<file path="config.mk">
export PLATFORM = sky130hd
export DESIGN_NAME = pulse_stretcher
export DESIGN_NICKNAME = d
export VERILOG_FILES = /design/src/rtl/pulse_stretcher_pkg.sv /design/src/rtl/pulse_stretcher_timer.sv /design/src/rtl/pulse_stretcher.sv
export SDC_FILE = /design/constraint.sdc
export NUM_CORES = 1
export LEC_CHECK = 0
export CORE_MARGIN = 4
export CORE_UTILIZATION = 30
export CTS_BUF_LIST = sky130_fd_sc_hd__clkbuf_8
export DETAILED_ROUTE_END_ITERATION = 16
export MAX_ROUTING_LAYER = met4
export PLACE_DENSITY = 0.5
export REMOVE_ABC_BUFFERS = 1
export SYNTH_ARGS = -nofsm -noshare
export SYNTH_HDL_FRONTEND = slang
export SYNTH_SLANG_ARGS = --single-unit
</file>
<file path="constraint.sdc">
create_clock -name clk -period 3.36 [get_ports clk]
set_input_delay 0.672 -clock clk [delete_from_list [all_inputs] [get_ports clk]]
set_output_delay 0.672 -clock clk [all_outputs]
set_load 0.05 [all_outputs]
</file>
<file path="src/rtl/pulse_stretcher_pkg.sv">
// Shared types and default sizing for the pulse stretcher block.
package pulse_stretcher_pkg;

   localparam int DEFAULT_WIDTH_W = 8;
   localparam int DEFAULT_CNT_W   = 16;

   typedef enum logic [1:0] {
      IDLE    = 2'd0,
      ACTIVE  = 2'd1,
      HOLDOFF = 2'd2
   } state_e;

endpackage

</file>
<file path="src/rtl/pulse_stretcher_timer.sv">
// Loadable down-counter shared by the ACTIVE and HOLDOFF phases.
// done is high while the count is on its final cycle (1) or empty (0),
// so a load of N keeps the owning phase alive for exactly N cycles.
module pulse_stretcher_timer #(
   parameter int WIDTH_W = 8
) (
   input  logic               clk,
   input  logic               rst_n,
   input  logic               load,
   input  logic [WIDTH_W-1:0] load_val,
   output logic               done
);

   localparam logic [WIDTH_W-1:0] CNT_ONE = WIDTH_W'(1);

   logic [WIDTH_W-1:0] cnt_q;
   logic [WIDTH_W-1:0] cnt_d;

   // Next count: a load wins, otherwise count down and park at zero.
   always_comb begin
      cnt_d = cnt_q;
      if (load) begin
         cnt_d = load_val;
      end else if (cnt_q != '0) begin
         cnt_d = cnt_q - CNT_ONE;
      end
   end

   // Count register, cleared by reset so an aborted event leaves nothing behind.
   always_ff @(posedge clk or negedge rst_n) begin
      if (!rst_n) begin
         cnt_q <= '0;
      end else begin
         cnt_q <= cnt_d;
      end
   end

   assign done = (cnt_q <= CNT_ONE);

endmodule

</file>
<file path="src/rtl/pulse_stretcher.sv">
// Pulse stretcher: turns single-cycle input pulses into registered pulses of
// a programmable width followed by a programmable dead time, counting
// accepted and rejected pulses with saturating counters.
// Optional feature macro: PULSE_STRETCHER_RETRIGGER_EN -- when defined, a
// pulse during the stretch restarts the stretch instead of being a miss.
module pulse_stretcher
   import pulse_stretcher_pkg::*;
#(
   parameter int WIDTH_W = DEFAULT_WIDTH_W,
   parameter int CNT_W   = DEFAULT_CNT_W
) (
   input  logic               clk,
   input  logic               rst_n,
   input  logic               enable,
   input  logic               pulse_in,
   input  logic [WIDTH_W-1:0] width,
   input  logic [WIDTH_W-1:0] holdoff,
   output logic               stretch_out,
   output logic               busy,
   output logic [CNT_W-1:0]   pulse_count,
   output logic [CNT_W-1:0]   miss_count
);

   localparam logic [WIDTH_W-1:0] WIDTH_ONE = WIDTH_W'(1);
   localparam logic [CNT_W-1:0]   CNT_ONE   = CNT_W'(1);
   localparam logic [CNT_W-1:0]   CNT_MAX   = '1;

   state_e             state_q;
   state_e             state_d;
   logic               stretch_q;
   logic               stretch_d;
   logic [WIDTH_W-1:0] holdoff_q;
   logic [WIDTH_W-1:0] holdoff_d;
   logic [CNT_W-1:0]   pulse_count_q;
   logic [CNT_W-1:0]   pulse_count_d;
   logic [CNT_W-1:0]   miss_count_q;
   logic [CNT_W-1:0]   miss_count_d;

   logic               timer_load;
   logic [WIDTH_W-1:0] timer_val;
   logic               timer_done;
   logic               accept;
   logic               retrig;
   logic               inc_pulse;
   logic               inc_miss;
   logic [WIDTH_W-1:0] accept_width;

   // A zero width still produces a one-cycle stretch.
   assign accept_width = (width == '0) ? WIDTH_ONE : width;
   assign accept       = enable && pulse_in;

   // Whether a pulse during the stretch restarts it (feature build) or is a miss.
   always_comb begin
`ifdef PULSE_STRETCHER_RETRIGGER_EN
      retrig = enable && pulse_in;
`else
      retrig = 1'b0;
`endif
   end

   pulse_stretcher_timer #(
      .WIDTH_W (WIDTH_W)
   ) u_timer (
      .clk      (clk),
      .rst_n    (rst_n),
      .load     (timer_load),
      .load_val (timer_val),
      .done     (timer_done)
   );

   // Next-state, timer control and counter updates for the three-phase event.
   always_comb begin
      state_d    = state_q;
      stretch_d  = stretch_q;
      holdoff_d  = holdoff_q;
      timer_load = 1'b0;
      timer_val  = accept_width;
      inc_pulse  = 1'b0;
      inc_miss   = 1'b0;

      case (state_q)
         IDLE: begin
            if (accept) begin
               state_d    = ACTIVE;
               stretch_d  = 1'b1;
               timer_load = 1'b1;
               holdoff_d  = holdoff;
               inc_pulse  = 1'b1;
            end
         end

         ACTIVE: begin
            if (retrig) begin
               timer_load = 1'b1;
               inc_pulse  = 1'b1;
            end else if (timer_done) begin
               if (holdoff_q == '0) begin
                  if (accept) begin
                     timer_load = 1'b1;
                     holdoff_d  = holdoff;
                     inc_pulse  = 1'b1;
                  end else begin
                     state_d   = IDLE;
                     stretch_d = 1'b0;
                  end
               end else begin
                  state_d    = HOLDOFF;
                  stretch_d  = 1'b0;
                  timer_load = 1'b1;
                  timer_val  = holdoff_q;
                  inc_miss   = pulse_in;
               end
            end else begin
               inc_miss = pulse_in;
            end
         end

         HOLDOFF: begin
            if (timer_done) begin
               if (accept) begin
                  state_d    = ACTIVE;
                  stretch_d  = 1'b1;
                  timer_load = 1'b1;
                  holdoff_d  = holdoff;
                  inc_pulse  = 1'b1;
               end else begin
                  state_d = IDLE;
               end
            end else begin
               inc_miss = pulse_in;
            end
         end

         default: begin
            state_d   = IDLE;
            stretch_d = 1'b0;
         end
      endcase

      pulse_count_d = pulse_count_q;
      if (inc_pulse && (pulse_count_q != CNT_MAX)) begin
         pulse_count_d = pulse_count_q + CNT_ONE;
      end

      miss_count_d = miss_count_q;
      if (inc_miss && (miss_count_q != CNT_MAX)) begin
         miss_count_d = miss_count_q + CNT_ONE;
      end
   end

   // State, output and counter registers; reset aborts any event in progress.
   always_ff @(posedge clk or negedge rst_n) begin
      if (!rst_n) begin
         state_q       <= IDLE;
         stretch_q     <= 1'b0;
         holdoff_q     <= '0;
         pulse_count_q <= '0;
         miss_count_q  <= '0;
      end else begin
         state_q       <= state_d;
         stretch_q     <= stretch_d;
         holdoff_q     <= holdoff_d;
         pulse_count_q <= pulse_count_d;
         miss_count_q  <= miss_count_d;
      end
   end

   assign stretch_out = stretch_q;
   assign busy        = (state_q != IDLE);
   assign pulse_count = pulse_count_q;
   assign miss_count  = miss_count_q;

endmodule

</file>
Yosys cells after proc, flatten, opt, wreduce, memory -nomap -nowiden
Index checks and enable logic that the tools add are counted.

operators by class
  add/subtract/negate cells = 3
  order comparisons = 1
  equal/unequal tests = 9
  muxes and demuxes = 36
  reductions and logical operators = 13

operator list
  cell                                                  count
  two-way mux 8 bit                                     10
  adder 16 x 1 -> 16 bit (second input constant)        2
  inequality test 16 bit (second input constant)        2
  case mux 8 bit (3 select lines)                       1
  zero test 8 bit                                       2
  two-way mux 1 bit                                     15
  two-way mux 2 bit                                     5
  case mux 1 bit (3 select lines)                       3
  <= comparator 8 x 1 -> 1 bit (second input constant)  1
  inequality test 2 bit (second input constant)         4
  AND reduction 4 bit                                   2
  nonzero test 8 bit                                    1
  subtractor 8 x 1 -> 8 bit (second input constant)     1
  case mux 2 bit (3 select lines)                       1
  nonzero test 2 bit                                    2
  logical AND 1 bit                                     3
  inequality test 3 bit (second input constant)         1
  AND reduction 3 bit                                   1
  nonzero test 3 bit                                    1
  == test 2 x 1 -> 1 bit (second input constant)        1
  == test 2 bit (second input constant)                 1
  zero test 2 bit                                       1
  case mux 1 bit (2 select lines)                       1

word-level totals
  bits in registers = 51
  input bits = 20

Logic depth before layout (Yosys ltp)
Gate-level depths: netlist of run 1.

  word-level depth = 6
  depth in mapped cells = 8
  depth with buffers taken out = 7

Modules after synthesis
A second synthesis of run 1 with hierarchy kept.

second synthesis, totals
  cell total of the unflattened synthesis = 267
  area, all modules = 2776.4 um2

by module, submodules not included
  module                 times used  cells each  area an instance (um2)  sequential area each (um2)
  pulse_stretcher        1           212         2254.7                  1076.0
  pulse_stretcher_timer  1           55          521.8                   200.2

Least setup slack after synthesis of run 1
No wires, ideal clock.

  path kind = register to register
  start = register u_timer.cnt_q[4]
  end = register holdoff_q[0]
  setup time = 127 ps
  arrival = 2226 ps
  setup slack = 1006 ps
  cell stages (with the launch flop) = 8
  path buffers = 2
  cell sequence = dfrtp_1 -> or4_1 -> buf_2 -> o31a_1 -> o22ai_4 -> o311a_1 -> buf_4 -> mux2_1

on the way
  word-level cells in the longest chain between the ends = 3
  elaborated cells between the ends (all ways) = 4

RTL lines
  what                                    RTL line                     source
  start: declaration                      pulse_stretcher_timer.sv:16  logic [WIDTH_W-1:0] cnt_q;
  start signal: assignment                pulse_stretcher_timer.sv:34  cnt_q <= cnt_d;
  <= comparator 8 x 1 -> 1 bit *          pulse_stretcher_timer.sv:38  assign done = (cnt_q <= CNT_ONE);
  inequality test 2 bit (no source line)  -
  AND reduction 4 bit (no source line) *  -
  end signal: assignment                  pulse_stretcher.sv:162       holdoff_q <= holdoff_d;
  end: declaration                        pulse_stretcher.sv:32        logic [WIDTH_W-1:0] holdoff_q;

Every way passes the cells marked *; elsewhere a longest branch is shown, timed or not.
A chain may end at the register's enable or synchronous reset.

Worst setup path after layout of run 1
  start = register state_q[0]
  end = output busy

on the way
  word-level cells in the longest chain between the ends = 1

RTL lines
  what                      RTL line                source
  start: declaration        pulse_stretcher.sv:28   state_e state_q;
  start signal: assignment  pulse_stretcher.sv:160  state_q <= state_d;
  nonzero test 2 bit        pulse_stretcher.sv:169  assign busy = (state_q != IDLE);
  end: declaration          pulse_stretcher.sv:19   output logic busy,

No other way between the ends.

==> results of run 1 <==
==> state kept, by name, indices dropped and copies added, names as in the netlist <==
name,cells
pulse_count,16
u_timer.cnt_q,8
holdoff_q,8
state_q,2
miss_count,16
stretch_out,1
==> power by group through the flow <==
stage | Clock [mW] | Combinational [mW] | Sequential, mW
after global routing | 0.400 | 1.19 | 0.998
after floorplan | 0 | 0.586 | 1.12
after global placement | 0 | 1.08 | 0.976
after detailed placement | 0 | 1.09 | 0.977
after CTS | 0.380 | 1.09 | 0.967
final | 0.360 | 1.08 | 0.967
==> placed cells by master, fill, tap and decap left out, types with 3 or more instances in the layout <==
cell / netlist / layout
inv_1: 7 / 7
xor2_1: 18 / 18
ha_1: 9 / 9
mux2_1: 8 / 8
nand4_1: 12 / 12
clkbuf_8: 0 / 6
buf_4: 1 / 6
dfrtp_1: 51 / 51
mux2_2: 3 / 3
and2_1: 4 / 4
or4_1: 4 / 4
nor2_1: 13 / 13
nor3_1: 13 / 13
a21oi_1: 3 / 3
nand2_1: 20 / 20
and4_1: 3 / 3
a31oi_1: 3 / 3
clkdlybuf4s50_1: 0 / 52
nor4b_1: 3 / 3
nor4_1: 13 / 13
and3_1: 4 / 4
nand3_1: 15 / 15
o21ai_0: 3 / 3
xnor2_1: 18 / 18
mux2i_1: 8 / 8
a22oi_1: 8 / 8
==> per-layer routing <==
layer / wire [um] / vias to the layer above / GRT usage [%]
met4: 72 / 0 / 3.52
met1: 3300 / 1120 / 17.4
met2: 3020 / 53 / 20.0
met5: 0 / - / -
met3: 275 / 7 / 2.33
li1: - / 1132 / -
==> Yosys cell counts (all sizes together), types with 3 or more instances <==
cell type  count
xnor2         18
ha             9
nand4         12
dfrtp         51
and2           4
xor2          18
buf            4
nand2         20
clkbuf         4
and3           4
mux2i          8
a21oi          3
o21ai          4
or4            4
mux2          11
a31oi          3
nor4          14
nor3          13
a22oi          8
nor2          13
nor4b          4
and4           3
nand3         15
inv            7
==> stage by stage <==
stage | std cells | util (%) | power, mW | setup WS (ns)
final | 462 | 39.2 | 2.41 | 0.656
after global routing | 462 | 39.2 | 2.59 | 0.549
after CTS | 462 | 39.2 | 2.44 | 0.630
after detailed placement | 455 | 38.3 | 2.06 | 0.792
after global placement | 455 | 38.3 | 2.06 | 0.863
after floorplan | 267 | - | 1.71 | 0.775
==> cell type report <==
cell class	count	area share [%]
clock inverter	1	0.138
clock buffer	6	2.27
sequential	51	35.1
tap	129	4.43
timing repair buffer	59	15.7
multi-input combinational	209	41.7
inverter	7	0.722
==> cells by family (layout without fill, tap and decap cells) <==
family | after synthesis | count (layout) | synth area share, %
AO/OA/AOI/OAI | 30 | 30 | 7.86
adder cells (fa/ha/maj) | 9 | 9 | 3.93
flip-flops | 51 | 51 | 44.6
multiplexers | 19 | 19 | 7.12
AND/OR/NAND/NOR | 115 | 115 | 23.1
buffers and inverters | 15 | 73 | 2.45
XOR/XNOR | 36 | 36 | 11.0
==> worst paths after layout <==
kind | start | endpoint | slack (ns) | depth (start not counted)
max in group asynchronous | rst_n | pulse_count[10] | 2.34 | 2
hold / removal | rst_n | holdoff_q[1] | 0.39 | 1
setup / recovery | state_q[0] | busy | 0.66 | 4
setup reg to reg | u_timer.cnt_q[4] | holdoff_q[1] | 0.80 | 5
hold reg to reg | pulse_count[4] | pulse_count[4] | 0.49 | 1
min in group clk | pulse_count[4] | pulse_count[4] | 0.49 | 1
==> critical path: cells and delay by family, from the launching register on <==
kind	cells	cell delay, ns
buffers and inverters	3	1.00
DFF	1	0.42
adders and majority gates	1	0.31
==> metrics.txt, run 1 <==
status=finished, final reports clean; Hold-fix buffers, CTS=0; Seq cells post-synth=51; area of the multi-input gates=1520 sq um; Final Hold Violating Endpoints=0; placed instance area=3550 sq um; clock sinks=51; RSZ-0062 raised after global routing=no; post-CTS resize count=0; number of synthesized flops with an enable pin=0; first drt pass iteration count=4; Fmax=0.370 GHz; total setup buffers inserted after CTS=0; Worst EP arrival=2.03 ns; Final Skew=0.00597 ns; starting density of the core=30.8%; num ports=54; Reg clk slew, reported paths=0.09 ns; hold slack=0.391 ns; total CTS buffers=5; post-synth top area cell=dfrtp_1; Die X=106 um; Worst Hold Class=primary input to asynchronous set/reset pin; initial antenna violation count=0; Top FF cell, synth=dfrtp_1; critical path peak fanout=8; die area=11200 sq um; Post-Synthesis Cells=275; GRT Resource Usage Total=12.9%; DP Wirelength=5050 um; Int Pwr=1.37 mW; static leakage=1.55 nW; sum of negative setup slack=0 ns; DRC=0; worst-skew pair later-pin latency=0.30 ns; post-route clock period utilization=80.5%; Slew Viols, Final=0; post-synth top area share=44.6%; Core Rows=35; CORE AREA=9280 sq um; Die Span Y=106 um; DR iter-0 viols=93; sw frac=43.2%; CTS Root Cell=clkbuf_8; fin crit period=2.70 ns; maximum VDD drop=0.000353 V; mapped cell area=2860 sq um; first-pass GRT wire length=11700 um; switching power=1.04 mW; worst relative slew slack=55.7%; PD cells=662 nW/um^2; layout cells sized above 1=6.91%; nets=362; clk buf depth=2; antenna cell count=0; yosys warns=0; Setup crit start kind=flip-flop; most used cell, CP=inv_1; Worst path slowest cell=clkdlybuf4s50_1; crit path cell chain=inv_1, ha_1, inv_1, clkdlybuf4s50_1; vias per cell=5.00; post-synthesis average cell area=10.4 sq um; gp weighted congestion=0.822; max_cap viols=0; final instance area=3640 sq um; largest net degree at the start of global routing=28; Detail Route Antenna Nets=0; Syn-to-layout area delta=27.1%; vias=2312; htree depth=2; average wire per cell in the routed design=14.4 um; Congestion Overflow GR=0; CP Data Required Time=2.69 ns; Logic pwr share=44.9%; input/output buffers=53; max incr delay on CP=0.80 ns; actual slew at the worst max-slew pin=0.655 ns; Worst Setup Path Type=flip-flop to output port; synth top area cells=dfrtp_1, xnor2_1, xor2_1; fillers=976; ys async rst share=100%; Storage cell area=1280 sq um; # setup viols final=0; Clk pwr share=14.9%; WL final=6670 um; sequential share of the synthesized area=44.6%; vias in the first global route=2423; unique cell type count in the Yosys netlist=47; clock tree from TritonCTS=built; sequential share of power=40.1%; CP Capture Type=output port
No activity file was read; power rests on OpenSTA's default activity.
==> run 2, diff against run 1 <==
==> constraint.sdc (replaced) <==
create_clock -name clk -period 2.5 [get_ports clk]
set_input_delay 0.5 -clock clk [delete_from_list [all_inputs] [get_ports clk]]
set_output_delay 0.5 -clock clk [all_outputs]
set_load 0.05 [all_outputs]
==> run 2 against run 1 <==
Compared with the run above:
- worst setup slack worse by 0.56 ns
- core utilization up 0.94 points
- first-iteration DRC count increased by 14%
- total power is 39% higher
- clock skew is 0.0040 ns higher
- wire length grew 1.9%
- sequential share of layout area shrank 0.82 points
- sequential power up 34%
- hold slack got worse by 0.30 ns
- critical path depth grew 2
- flip-flop and latch count stayed put
- largest power group unchanged
==> metrics.txt, run 2 (synthesis gave the netlist of run 1 again) <==
status=finished, final reports clean (unchanged); Reg clk slew, reported paths=0.10 ns (was 0.09 ns); GRT Resource Usage Total=13.0% (was 12.9%); static leakage=1.61 nW (was 1.55 nW); largest net degree at the start of global routing=20 (was 28); actual slew at the worst max-slew pin=0.555 ns (was 0.655 ns); WL final=6800 um (was 6670 um); CTS Root Cell=clkbuf_8 (unchanged); DP Cell Count=465 (was 455); Worst EP arrival=2.58 ns (was 2.03 ns); CP startpoint=u_timer.cnt_q[4] (was state_q[0]); hold slack=0.0878 ns (was 0.391 ns); highest-count cells in the layout ignoring fill and taps=dfrtp_1, clkdlybuf4s50_1, nand2_1 (was clkdlybuf4s50_1, dfrtp_1, nand2_1); DP Wirelength=5220 um (was 5050 um); layout cells sized above 1=10.2% (was 6.91%); antenna cell count=0 (unchanged); # setup viols final=0 (unchanged); DR iter-0 viols=106 (was 93); power consumption=3.34 mW (was 2.41 mW); vias=2333 (was 2312); CP Capture Type=flip-flop (was output port); initial antenna violation count=0 (unchanged); Placement Setup Slack=0.123 ns (was 0.792 ns); clock tree from TritonCTS=built (unchanged); first-pass GRT wire length=11700 um (about the same); fin crit period=2.40 ns; Core Rows=35 (unchanged); num ports=54 (unchanged); total CTS buffers=5 (unchanged); Final Skew=0.00993 ns (was 0.00597 ns); starting density of the core=30.8% (unchanged); R2R Path Start=u_timer.cnt_q[4] (unchanged); Setup crit start kind=flip-flop (unchanged); Post-Layout Cell Count=473 (was 462); htree depth=2 (unchanged); CP Data Required Time=2.68 ns (was 2.69 ns); grt peak-use layer=met2 (unchanged); Syn-to-layout area delta=30.1% (was 27.1%); vias in the first global route=2340 (was 2423); worst relative slew slack=62.5% (was 55.7%); max_cap viols=0 (unchanged); final core utilization=40.1% (was 39.2%); GR Layer Usage met3=2.33% (unchanged); RSZ-0062 raised after global routing=no (unchanged); maximum VDD drop=0.000418 V (was 0.000353 V); average wire per cell in the routed design=14.4 um (about the same); Worst Hold Class=primary input to asynchronous set/reset pin (unchanged); crit path cell chain=or4_1, buf_4, or4b_2, nand3_1, xor2_1, mux2i_1 (was inv_1, ha_1, inv_1, clkdlybuf4s50_1); Final Hold Violating Endpoints=0 (unchanged); die area=11200 sq um (unchanged); Worst path slowest cell=or4b_2 (was clkdlybuf4s50_1); Fmax=0.417 GHz; max incr delay on CP=0.70 ns (was 0.80 ns); critical path peak fanout=6 (was 8); Detail Route Antenna Nets=0 (unchanged); gp weighted congestion=0.791 (was 0.822); Die X=106 um (unchanged); clk buf depth=2 (unchanged); M2 GR Usage=19.4% (was 20.0%); total setup buffers inserted after CTS=0 (unchanged); GR Util met1=18.3% (was 17.4%); CORE AREA=9280 sq um (unchanged); DRC=0 (unchanged); Slew Viols, Final=0 (unchanged); Final WS setup=0.100 ns (was 0.656 ns); worst-skew pair later-pin latency=0.30 ns (about the same); Congestion Overflow GR=0 (unchanged); input/output buffers=53 (unchanged); nets=372 (was 362); Die Span Y=106 um (unchanged); Worst Setup Path Type=flip-flop to flip-flop (was flip-flop to output port); first drt pass iteration count=4 (unchanged); vias per cell=4.93 (was 5.00); post-route clock period utilization=96.0%; PD cells=897 nW/um^2 (was 662 nW/um^2); clock sinks=51 (unchanged)
run 2: per-stage QoR:
| stage | TNS (ns) | cell area, sq um |
|---|---|---|
| after global routing | 0 | 3730 |
| final | 0 | 3730 |
| after global placement | 0 | 3620 |
| after floorplan | -0.683 | 2820 |
| after detailed placement | 0 | 3620 |
| after CTS | 0 | 3720 |
run 2: report_power, final:
group          switching, mW  internal, mW  leakage (nW)
combinational          0.902         0.618         0.896
clock                  0.274         0.249        0.0557
sequential             0.252          1.05         0.661
total                   1.43          1.92          1.61
run 2: layout make-up:
cell class	count	area (sq um)
timing repair buffer	69	643
sequential	51	1280
fill	977	5560
clock buffer	7	96.3
tap	129	161
clock inverter	1	3.75
inverter	7	26.3
multi-input combinational	209	1520
run 2: routing by layer:
layer  vias to the layer above  share of wire, %
li1                       1157                 -
met1                      1116                51
met2                        55                44
met3                         5               3.5
met4                         0               1.0
met5                         -                 0
run 2: final timing paths:
path	slack, ns	depth (start not counted)	endpoint
min reg2reg	0.50	1	pulse_count[4]
max reg2reg	0.10	6	u_timer.cnt_q[4]
max	0.10	6	u_timer.cnt_q[4]
min	0.09	1	miss_count[9]
max in group asynchronous	1.82	2	pulse_count[15]
min in group clk	0.50	1	pulse_count[4]
run 2: repair_timing:
action,4_1_cts,5_1_grt
gates resized for setup,0,1
endpoints found under the setup margin,0,2
hold buffers,0,0
run 2: worst max-delay path: cells and delay by family, from the launching register on:
| family | cells | cell delay [ns] |
|---|---|---|
| flip-flops | 1 | 0.43 |
| XOR/XNOR | 1 | 0.16 |
| buffers and inverters | 1 | 0.19 |
| AND/OR/NAND/NOR | 3 | 1.41 |
| multiplexers | 1 | 0.09 |
==> run 3, diff against run 2 <==
--- a/config.mk
+++ b/config.mk
@@ -5,12 +5,13 @@
 export SDC_FILE = /design/constraint.sdc
 export NUM_CORES = 1
 export LEC_CHECK = 0
+export ABC_AREA = 1
 export CORE_MARGIN = 4
 export CORE_UTILIZATION = 30
 export CTS_BUF_LIST = sky130_fd_sc_hd__clkbuf_8
 export DETAILED_ROUTE_END_ITERATION = 16
 export MAX_ROUTING_LAYER = met4
-export PLACE_DENSITY = 0.5
+export PLACE_DENSITY = 0.49
 export REMOVE_ABC_BUFFERS = 1
 export SYNTH_ARGS = -nofsm -noshare
 export SYNTH_HDL_FRONTEND = slang
==> run 3 against run 2 <==
Compared with the run above:
- clock skew about the same
- global-route usage down 0.48 points
- sequential share of layout area fell by 2.8 points
==> metrics.txt, run 3 <==
status=finished, final reports clean (unchanged); unique cell type count in the Yosys netlist=34 (was 47); Die Span Y=113 um (was 106 um); post-CTS resize count=0 (unchanged); grt peak-use layer=met2 (unchanged); WL final=7300 um (was 6800 um); Final Skew=0.0101 ns (was 0.00993 ns); sum of negative setup slack=0 ns (unchanged); Worst EP arrival=2.33 ns (was 2.58 ns); r2r setup slk=0.36 ns (was 0.10 ns); worst-skew pair later-pin latency=0.31 ns (was 0.30 ns); post-synthesis average cell area=7.81 sq um (was 10.4 sq um); Worst Setup EP=pulse_count[15] (was u_timer.cnt_q[4]); num ports=54 (unchanged); Fmax=0.468 GHz (was 0.417 GHz); input/output buffers=53 (unchanged); CTS Root Cell=clkbuf_8 (unchanged); critical path peak fanout=20 (was 6); total CTS buffers=5 (unchanged); starting density of the core=30.5% (was 30.8%); sw frac=45.3% (was 42.7%); antenna cell count=0 (unchanged); first drt pass iteration count=5 (was 4); top post-synthesis cells by count=nand2_1, inv_1, dfrtp_1 (was dfrtp_1, nand2_1, xnor2_1, xor2_1, nand3_1); mapped cell area=3310 sq um (was 2860 sq um); vias=2739 (was 2333); Worst Setup Path Type=flip-flop to flip-flop (unchanged); CORE AREA=10800 sq um (was 9280 sq um); CP Data Required Time=2.69 ns (was 2.68 ns); first-pass GRT wire length=12900 um (was 11700 um); DRC=0 (unchanged); yosys warns=0 (unchanged); switching power=1.53 mW (was 1.43 mW); nets=506 (was 372); CP Capture Type=flip-flop (unchanged); Worst Hold Class=primary input to asynchronous set/reset pin (unchanged); Reg-to-Reg End=pulse_count[15] (was u_timer.cnt_q[4]); htree depth=2 (unchanged); Logic pwr share=47.3% (was 45.5%); Reg clk slew, reported paths=0.09 ns (was 0.10 ns); layout cells sized above 1=11.7% (was 10.2%); worst relative slew slack=59.3% (was 62.5%); DR iter-0 viols=97 (was 106); largest net degree at the start of global routing=32 (was 20); M2 GR Usage=20.2% (was 19.4%); power consumption=3.37 mW (was 3.34 mW); GR Layer Usage met3=2.14% (was 2.33%); CP startpoint=pulse_count[0] (was u_timer.cnt_q[4]); PD cells=829 nW/um^2 (was 897 nW/um^2); Syn-to-layout area delta=22.6% (was 30.1%); Clk pwr share=15.7% (about the same); sequential share of power=37.0% (was 38.9%); Core Rows=38 (was 35); Setup crit start kind=flip-flop (unchanged); commonest non-fill, non-tap cell in the layout=nand2_1; Int Pwr=1.84 mW (was 1.92 mW); actual slew at the worst max-slew pin=0.609 ns (was 0.555 ns); Die X=113 um (was 106 um); post-synth top area cell=dfrtp_1 (unchanged); R2R Path Start=pulse_count[0] (was u_timer.cnt_q[4]); static leakage=1.76 nW (was 1.61 nW); Top FF cell, synth=dfrtp_1 (unchanged); ys async rst share=100% (unchanged); max_cap viols=0 (unchanged); fin crit period=2.14 ns (was 2.40 ns); maximum VDD drop=0.000339 V (was 0.000418 V); clock sinks=51 (unchanged); Final Hold Violating Endpoints=0 (unchanged); gp weighted congestion=0.840 (was 0.791); average wire per cell in the routed design=11.8 um (was 14.4 um); vias in the first global route=2737 (was 2340); highest-count cells in the layout ignoring fill and taps=nand2_1, inv_1, dfrtp_1, clkdlybuf4s50_1, nor2_1 (was dfrtp_1, clkdlybuf4s50_1, nand2_1); post-synth top area share=38.6% (was 44.6%); post-route clock period utilization=85.5% (was 96.0%); clk buf depth=2 (unchanged); synth top area cells=dfrtp_1, nand2_1, inv_1 (was dfrtp_1, xnor2_1, xor2_1); Hold-fix buffers, CTS=0 (unchanged); DP Wirelength=5650 um (was 5220 um); RSZ-0062 raised after global routing=no (unchanged); Post-Synthesis Cells=424 (was 275); clock tree from TritonCTS=built (unchanged); vias per cell=4.43 (was 4.93); Worst Reg-to-Reg Cells=9 (was 6); sequential share of the synthesized area=38.6% (was 44.6%); GR Util met1=16.6% (was 18.3%); Seq cells post-synth=51 (unchanged); most numerous cell in the Yosys netlist=nand2_1 (was dfrtp_1); Congestion Overflow GR=0 (unchanged); Detail Route Antenna Nets=0 (unchanged); Slew Viols, Final=0 (unchanged); GRT Resource Usage Total=12.5% (was 13.0%); total setup buffers inserted after CTS=0 (unchanged); # setup viols final=0 (unchanged); number of synthesized flops with an enable pin=0 (unchanged); initial antenna violation count=0 (unchanged); die area=12800 sq um (was 11200 sq um)
[run 3: cell types whose count changed after synthesis, moves of 7 or more]
cell     delta
nand3_1    +12
o21ai_2    +11
nor2_2      +8
nor4_1     -12
nor3_1      -7
o21ai_1    +24
nand2_1    +89
xnor2_1     -8
nand2_2    +13
nor2_1     +17
mux2i_1     -8
mux2_1      -8
inv_1      +48
[run 3: how the worst min path moves through the flow]
stage                      to  slack (ns)  depth (start not counted)
2_1_floorplan    holdoff_q[0]        0.20                          0
4_1_cts        pulse_count[4]        0.21                          1
3_3_place_gp     holdoff_q[6]        0.50                          2
3_5_place_dp     holdoff_q[4]        0.50                          2
6_report       pulse_count[3]        0.20                          1
5_1_grt        pulse_count[4]        0.24                          1
[run 3: layer usage]
layer	vias to the layer above	routed length, um
li1	1444	-
met3	6	247
met5	-	0
met2	40	3480
met1	1249	3490
met4	0	77
[run 3: logic make-up after synthesis]
group                    after synthesis  share of synthesized area, %
AO/OA/AOI/OAI                         53                          9.91
AND/OR/NAND/NOR                      214                          31.0
XOR/XNOR                              32                          8.47
buffers and inverters                 65                          8.66
adder cells (fa/ha/maj)                9                          3.40
flip-flops                            51                          38.6
[run 3: critical path: stages, from the launching register on]
cell	delay, ns
dfrtp_1	0.45
ha_1	0.27
nand2_2	0.10
nor3_4	0.06
nand4_1	0.10
nor2_2	0.05
nor2_2	0.47
nand2_4	0.32
nand2_1	0.15
o21ai_2	0.06
[run 3: per-stage QoR]
stage | instance area (sq um) | std cells | setup WS [ns] | hold WS, ns | util, %
floorplan | 3240 | 416 | 0.450 | 0.204 | -
global placement | 3960 | 610 | 0.124 | 0.499 | 36.5
detailed placement | 3960 | 610 | 0.0713 | 0.499 | 36.5
CTS | 4060 | 618 | 0.329 | 0.213 | 37.4
global route | 4060 | 618 | 0.147 | 0.235 | 37.4
finish | 4060 | 618 | 0.362 | 0.195 | 37.4
[run 3: power by group through the flow]
stage / sequential [mW] / combinational (mW) / clock [mW]
after CTS: 1.25 / 1.62 / 0.561
final: 1.25 / 1.59 / 0.528
after detailed placement: 1.26 / 1.62 / 0
after floorplan: 1.45 / 0.984 / 0
after global placement: 1.27 / 1.60 / 0
after global routing: 1.29 / 1.79 / 0.588
[run 3: layout make-up]
class	count	area, sq um
fill	1180	6780
multi-input combinational	308	1750
sequential	51	1280
timing repair buffer	54	543
inverter	57	214
tap	140	175
clock buffer	7	96.3
clock inverter	1	7.51
